**config.mk**
```make
export PLATFORM = sky130hd
export DESIGN_NAME = bus_controller_mp
export DESIGN_NICKNAME = d
export VERILOG_FILES = /design/src/rtl/bus_ctrl_pkg.sv /design/src/rtl/bus_addr_decode.sv /design/src/rtl/bus_controller_mp.sv
export SDC_FILE = /design/constraint.sdc
export NUM_CORES = 1
export LEC_CHECK = 0
export ABC_AREA = 1
export BUFFER_PORTS_ARGS = -buffer_cell sky130_fd_sc_hd__buf_2
export CORE_AREA = 2 2 120 122
export DETAILED_ROUTE_END_ITERATION = 16
export DIE_AREA = 0 0 122 124
export HOLD_SLACK_MARGIN = 0.12
export PLACE_DENSITY_LB_ADDON = 0.25
export SLEW_MARGIN = 25
export SYNTH_ARGS = -nofsm -noshare
export SYNTH_HDL_FRONTEND = slang
export SYNTH_SLANG_ARGS = --single-unit
```
**constraint.sdc**
```tcl
create_clock -name clk -period 6.1 [get_ports clk]
set_clock_uncertainty 0.1 [all_clocks]
set_input_delay 1.22 -clock clk [delete_from_list [all_inputs] [get_ports clk]]
set_output_delay 1.22 -clock clk [all_outputs]
set_load 0.005 [all_outputs]
```
**src/rtl/bus_ctrl_pkg.sv**
```systemverilog
// Shared definitions for the multi-port bus controller: FSM encoding, error word,
// and the system address map used as the default region table.
package bus_ctrl_pkg;

  typedef enum logic [1:0] {
    IDLE   = 2'd0,
    ACCESS = 2'd1,
    RESP   = 2'd2
  } state_e;

  localparam logic [31:0] ERR_DATA_DEF = 32'hDEAD_BEEF;

  localparam logic [31:0] RAM_BASE   = 32'h0000_0000;
  localparam logic [31:0] RAM_MASK   = 32'hFFFC_0000;
  localparam logic [31:0] GPIOA_BASE = 32'h8000_0000;
  localparam logic [31:0] GPIOB_BASE = 32'h8000_0010;
  localparam logic [31:0] GPIO_MASK  = 32'hFFFF_FFF0;
  localparam logic [31:0] TIMER_BASE = 32'h8000_0100;
  localparam logic [31:0] TIMER_MASK = 32'hFFFF_FF00;

  // Region 0 is RAM, 1 GPIOA, 2 GPIOB, 3 the timer block.
  localparam logic [127:0] DEF_SLV_BASE = {TIMER_BASE, GPIOB_BASE, GPIOA_BASE, RAM_BASE};
  localparam logic [127:0] DEF_SLV_MASK = {TIMER_MASK, GPIO_MASK, GPIO_MASK, RAM_MASK};

  function automatic logic [31:0] sat_inc32(input logic [31:0] v);
    return (&v) ? v : v + 32'd1;
  endfunction

endpackage

```
**src/rtl/bus_addr_decode.sv**
```systemverilog
// Combinational priority address decoder: the lowest-index region whose
// (addr & mask) equals its base wins; produces a one-hot select and a hit flag.
module bus_addr_decode
  import bus_ctrl_pkg::*;
#(
  parameter int                         N_SLAVES = 4,
  parameter int                         ADDR_W   = 32,
  parameter logic [N_SLAVES*ADDR_W-1:0] SLV_BASE = '0,
  parameter logic [N_SLAVES*ADDR_W-1:0] SLV_MASK = '0
) (
  input  logic [ADDR_W-1:0]   addr_i,
  output logic [N_SLAVES-1:0] sel_o,
  output logic                hit_o
);

  // Scanning from the top down lets lower-index matches overwrite higher ones.
  always_comb begin
    sel_o = '0;
    hit_o = 1'b0;
    for (int i = N_SLAVES - 1; i >= 0; i--) begin
      if ((addr_i & SLV_MASK[i*ADDR_W +: ADDR_W]) == SLV_BASE[i*ADDR_W +: ADDR_W]) begin
        sel_o    = '0;
        sel_o[i] = 1'b1;
        hit_o    = 1'b1;
      end
    end
  end

endmodule

```
**src/rtl/bus_controller_mp.sv**
```systemverilog
// Multi-port bus controller: decodes CPU accesses onto N slaves with a registered
// request/ready handshake, decode-miss and timeout errors. Optional BUS_CTRL_STATS_EN adds access/error counters.
module bus_controller_mp
  import bus_ctrl_pkg::*;
#(
  parameter int                         N_SLAVES    = 4,
  parameter int                         ADDR_W      = 32,
  parameter int                         DATA_W      = 32,
  parameter logic [N_SLAVES*ADDR_W-1:0] SLV_BASE    = (N_SLAVES*ADDR_W)'(DEF_SLV_BASE),
  parameter logic [N_SLAVES*ADDR_W-1:0] SLV_MASK    = (N_SLAVES*ADDR_W)'(DEF_SLV_MASK),
  parameter int                         TIMEOUT_CYC = 16,
  parameter logic [31:0]                ERR_DATA    = ERR_DATA_DEF
) (
  input  logic                         clk,
  input  logic                         rst,
  input  logic                         bus_re,
  input  logic [DATA_W/8-1:0]          bus_we,
  input  logic [ADDR_W-1:0]            bus_addr,
  input  logic [DATA_W-1:0]            bus_wdata,
  output logic [DATA_W-1:0]            bus_rdata,
  output logic                         bus_stall,
  output logic                         bus_err,
  output logic [N_SLAVES-1:0]          slv_ce,
  output logic [DATA_W/8-1:0]          slv_we,
  output logic [ADDR_W-1:0]            slv_addr,
  output logic [DATA_W-1:0]            slv_wdata,
  input  logic [N_SLAVES*DATA_W-1:0]   slv_rdata,
`ifdef BUS_CTRL_STATS_EN
  output logic [31:0]                  stat_acc_cnt,
  output logic [31:0]                  stat_err_cnt,
`endif
  input  logic [N_SLAVES-1:0]          slv_ready
);

  localparam int                BE_W     = DATA_W / 8;
  localparam int                CNT_W    = $clog2(TIMEOUT_CYC + 1);
  localparam logic [CNT_W-1:0]  CNT_LAST = CNT_W'(TIMEOUT_CYC - 1);
  localparam logic [DATA_W-1:0] ERR_WORD = DATA_W'(ERR_DATA);

  state_e              state_q, state_d;
  logic [N_SLAVES-1:0] slv_ce_q, slv_ce_d;
  logic [BE_W-1:0]     slv_we_q, slv_we_d;
  logic [ADDR_W-1:0]   slv_addr_q, slv_addr_d;
  logic [DATA_W-1:0]   slv_wdata_q, slv_wdata_d;
  logic [DATA_W-1:0]   rdata_q, rdata_d;
  logic                err_q, err_d;
  logic [CNT_W-1:0]    cnt_q, cnt_d;

  logic                req;
  logic [N_SLAVES-1:0] dec_sel;
  logic                dec_hit;
  logic                ready_hit;
  logic [DATA_W-1:0]   rdata_sel;

  bus_addr_decode #(
    .N_SLAVES (N_SLAVES),
    .ADDR_W   (ADDR_W),
    .SLV_BASE (SLV_BASE),
    .SLV_MASK (SLV_MASK)
  ) u_decode (
    .addr_i (bus_addr),
    .sel_o  (dec_sel),
    .hit_o  (dec_hit)
  );

  assign req       = bus_re | (|bus_we);
  assign bus_stall = req & (state_q != RESP) & ~rst;

  // slv_ce_q doubles as the latched slave select while in ACCESS.
  assign ready_hit = |(slv_ready & slv_ce_q);

  always_comb begin
    rdata_sel = '0;
    for (int i = 0; i < N_SLAVES; i++) begin
      if (slv_ce_q[i]) rdata_sel = rdata_sel | slv_rdata[i*DATA_W +: DATA_W];
    end
  end

  always_comb begin
    state_d     = state_q;
    slv_ce_d    = slv_ce_q;
    slv_we_d    = slv_we_q;
    slv_addr_d  = slv_addr_q;
    slv_wdata_d = slv_wdata_q;
    rdata_d     = rdata_q;
    err_d       = err_q;
    cnt_d       = cnt_q;
    case (state_q)
      IDLE: begin
        if (req) begin
          if (dec_hit) begin
            slv_ce_d    = dec_sel;
            slv_we_d    = bus_we;
            slv_addr_d  = bus_addr;
            slv_wdata_d = bus_wdata;
            cnt_d       = '0;
            state_d     = ACCESS;
          end else begin
            rdata_d = ERR_WORD;
            err_d   = 1'b1;
            state_d = RESP;
          end
        end
      end
      ACCESS: begin
        if (ready_hit) begin
          rdata_d  = rdata_sel;
          err_d    = 1'b0;
          slv_ce_d = '0;
          slv_we_d = '0;
          state_d  = RESP;
        end else if (cnt_q == CNT_LAST) begin
          rdata_d  = ERR_WORD;
          err_d    = 1'b1;
          slv_ce_d = '0;
          state_d  = RESP;
        end else begin
          cnt_d = cnt_q + CNT_W'(1);
        end
      end
      RESP:    state_d = IDLE;
      default: state_d = IDLE;
    endcase
  end

  always_ff @(posedge clk or posedge rst) begin
    if (rst) begin
      state_q     <= IDLE;
      slv_ce_q    <= '0;
      slv_we_q    <= '0;
      slv_addr_q  <= '0;
      slv_wdata_q <= '0;
      rdata_q     <= '0;
      err_q       <= 1'b0;
      cnt_q       <= '0;
    end else begin
      state_q     <= state_d;
      slv_ce_q    <= slv_ce_d;
      slv_we_q    <= slv_we_d;
      slv_addr_q  <= slv_addr_d;
      slv_wdata_q <= slv_wdata_d;
      rdata_q     <= rdata_d;
      err_q       <= err_d;
      cnt_q       <= cnt_d;
    end
  end

  assign slv_ce    = slv_ce_q;
  assign slv_we    = slv_we_q;
  assign slv_addr  = slv_addr_q;
  assign slv_wdata = slv_wdata_q;
  assign bus_rdata = rdata_q;
  assign bus_err   = err_q;

`ifdef BUS_CTRL_STATS_EN
  logic        resp_entry;
  logic [31:0] stat_acc_q, stat_err_q;

  assign resp_entry = (state_d == RESP) && (state_q != RESP);

  always_ff @(posedge clk or posedge rst) begin
    if (rst) begin
      stat_acc_q <= '0;
      stat_err_q <= '0;
    end else if (resp_entry) begin
      stat_acc_q <= sat_inc32(stat_acc_q);
      if (err_d) stat_err_q <= sat_inc32(stat_err_q);
    end
  end

  assign stat_acc_cnt = stat_acc_q;
  assign stat_err_cnt = stat_err_q;
`endif

endmodule

```
==> reports/results.txt <==
Post-route DRC: 0
ANT cells: 0
HPWL after DPL: 12.2 mm
Power per Cell Area: 195 nW/um^2
Critical path buffers and inverters: 4
Clock slew seen by the registers of the worst setup and hold paths: 70 ps
Clock buffer count from CTS: 9
Finished Core Util: 53.7%
Total number of H-tree levels: 3
Tcrit/Tclk final: 58.2%
FF+latch count, synth: 112
Starting Density: 39.9%
CTS Buffer Depth: 2
Max frequency: 0.282 GHz
Tightest Hold Check Type: reg2reg
Most used DFF post-synth: dfrtp_1
Total GRT Usage: 20.8%
RSZ-0062 raised after global routing: false
Mapped Avg Cell Area: 7.95 um^2
Critical Path, Cell by Cell: buf_2 -> inv_4 -> o211ai_1 -> inv_1 -> buf_2
First-pass GRT wire length: 24.6 mm
Sequential share of the synthesized area: 51.2%
Final Critical Period: 3550 ps
Routed vias/inst: 4.58
I/O Buffers: 308
Slowest cell on the critical path: inv_4
Net Count, Synth: 893
Global routing's busiest layer: met2
CTS tree: done
Layout Cells excl Fill: 1161
Levels on crit path: 5
Crit path max fanout: 53
Max-slew headroom: 37.1%
Die area: 15100 um^2
# rows: 43
Iteration-0 DRC Markers: 322
Post-CTS Setup Repair Bufs: 0
FILL cells: 1369
Overflow after GRT: 0
WL/cell: 13.9 um
Setup TNS: 0 ps
Library cells used by synthesis: 26
Startpoint types: primary input
Maximum number of pins on one net before global-route repair: 88
Hold Path Stages: 2
Crit path DAT: 2230 ps
Final setup vio count: 0
GRT met2 Usage: 35.3%
Clk Latency, worst-skew pair: 350 ps
Status: completed
Die width: 122 um
Clock Tree Root: clkbuf_16
Initial antenna violation count: 0
Number of synthesized flops with an enable pin: 0
Kind of end point of the critical path: output port
Clk sink count: 112
Max stage delay on crit path: 480 ps
Die height: 124 um
Post-synth ARST share: 100%
Layout cells sized above 1: 36.6%
Cells after synthesis: 688
Ys Warns: 0
Placed Cells: 1146
WP data required: 4780 ps
Crit-path leading delay family: buffers and inverters
Maximum vdd drop: 0.000140 V
Max-cap violations: 0
Final ANT Viol Nets: 0
Final hold vios: 0
Hold Buf Count CTS: 0
Final WL: 16.1 mm
Hold Slack: 369 ps
Leak pwr: 0.00434 uW
Kind of critical path: in2out
Reg2reg path depth: 8
Vias in the first global route: 5000
Final Max Tran Viols: 0
Worst-margin pin slew: 943 ps
Num ports: 309
TritonRoute pass-1 iters: 5
Routability Congestion: 0.795
Core area: 13700 um^2
Met3 usage in global routing: 4.58%
Met1 track demand over resource: 26.2%
Resized cells post-CTS: 0
Post-Syn Area: 5470 um^2
Area Overhead vs Synth: 34.7%
Fin nets: 1183
Most numerous cell on the critical path: buf_2
Via count: 5323
[final cells by class]
| type | instances | area (um^2) | area share (%) |
|---|---|---|---|
| clock inverters | 3 | 26.3 | 0.357 |
| inverters | 110 | 415 | 5.64 |
| multi-input cells | 430 | 2040 | 27.7 |
| flip-flops and latches | 112 | 2800 | 38.0 |
| repair buffers | 315 | 1610 | 21.8 |
| clock buffers | 11 | 253 | 3.43 |
| well taps | 180 | 225 | 3.06 |
[cell usage in the layout, fill, tap and decap left out, types with 2 or more instances in the layout]
master     netlist  layout
a21oi_1         26      26
a221oi_1         8       8
a22o_1           8       8
buf_2            6     308
buf_4            1       6
clkbuf_16        0       9
clkbuf_8         0       2
clkinv_4         0       2
dfrtp_1        112     112
ha_1             2       2
inv_1          110     109
nand2_1        212     212
nand2_2          3       3
nand3_1          9       9
nand4_1         25      25
nor2_1          56      56
nor2_2           3       3
nor3_1           2       2
o211ai_1         2       2
o21ai_0         17      17
o21ai_1         29      29
o21ai_2         22      22
o22ai_1          2       2
[flip-flops by register name, summed over array words and instances (netlist names)]
name	flops
bus_rdata	32
slv_addr	32
slv_wdata	32
cnt_q	5
slv_ce	4
slv_we	4
state_q	2
bus_err	1
[metal layers]
| layer | vias to the layer above | wire length (um) |
|---|---|---|
| li1 | 2733 | - |
| met1 | 2368 | 6890 |
| met2 | 197 | 7760 |
| met3 | 25 | 1180 |
| met4 | 0 | 293 |
| met5 | - | 0 |
[cell families (layout without fill, tap and decap cells)]
family                     after synthesis  count (layout)  share of synthesized area [%]
adders and majority gates                2               2                          0.457
buffers and inverters                  146             439                           11.6
DFF                                    112             112                           51.2
and+or+nand+nor                        312             312                           23.2
AOI/OAI and AO/OA                      115             115                           13.3
xor gates and xnor gates                 1               1                          0.160
[metrics by stage]
stage	cell area [um^2]	worst slack (ps)	total power, uW
finish	7370	2550	1440
global route	7370	2350	1500
CTS	7350	2480	1460
detailed placement	7070	2280	891
global placement	7070	2330	891
floorplan	5470	840	812
[report_power, final]
part / internal, uW / leakage (uW) / switching, uW
clock network: 298 / 0.000138 / 263
registers: 744 / 0.00143 / 1.47
logic: 56.4 / 0.00277 / 73.5
[path summary, 6_finish.rpt]
check | startpoint | to | slack [ps]
max | rst | bus_stall | 2550
min | slv_addr[19] | slv_addr[19] | 370
max reg2reg | slv_ce[1] | bus_rdata[4] | 3510
min reg2reg | slv_addr[19] | slv_addr[19] | 370
max in group asynchronous | rst | slv_wdata[22] | 3800
min in group asynchronous | rst | bus_rdata[14] | 890
[worst register-to-register path: cells and delay by family (launching register included)]
family / cells / cell delay, ps
AND/OR/NAND/NOR: 3 / 740
buffers and inverters: 2 / 440
AO/OA/AOI/OAI: 3 / 510
flip-flops: 1 / 630
[cell usage after synthesis, types with 2 or more instances]
master	number	area, um^2
nand2_1	212	796
dfrtp_1	112	2800
inv_1	110	413
nor2_1	56	210
o21ai_1	29	145
a21oi_1	26	130
nand4_1	25	156
o21ai_2	22	193
clkbuf_1	19	71.3
o21ai_0	17	85.1
buf_6	10	113
nand3_1	9	45.0
a221oi_1	8	70.1
a22o_1	8	70.1
buf_2	6	30.0
nand2_2	3	18.8
nor2_2	3	18.8
ha_1	2	25.0
nor3_1	2	10.0
o211ai_1	2	15.0
o22ai_1	2	12.5
Power figures use the tool's default switching activity.
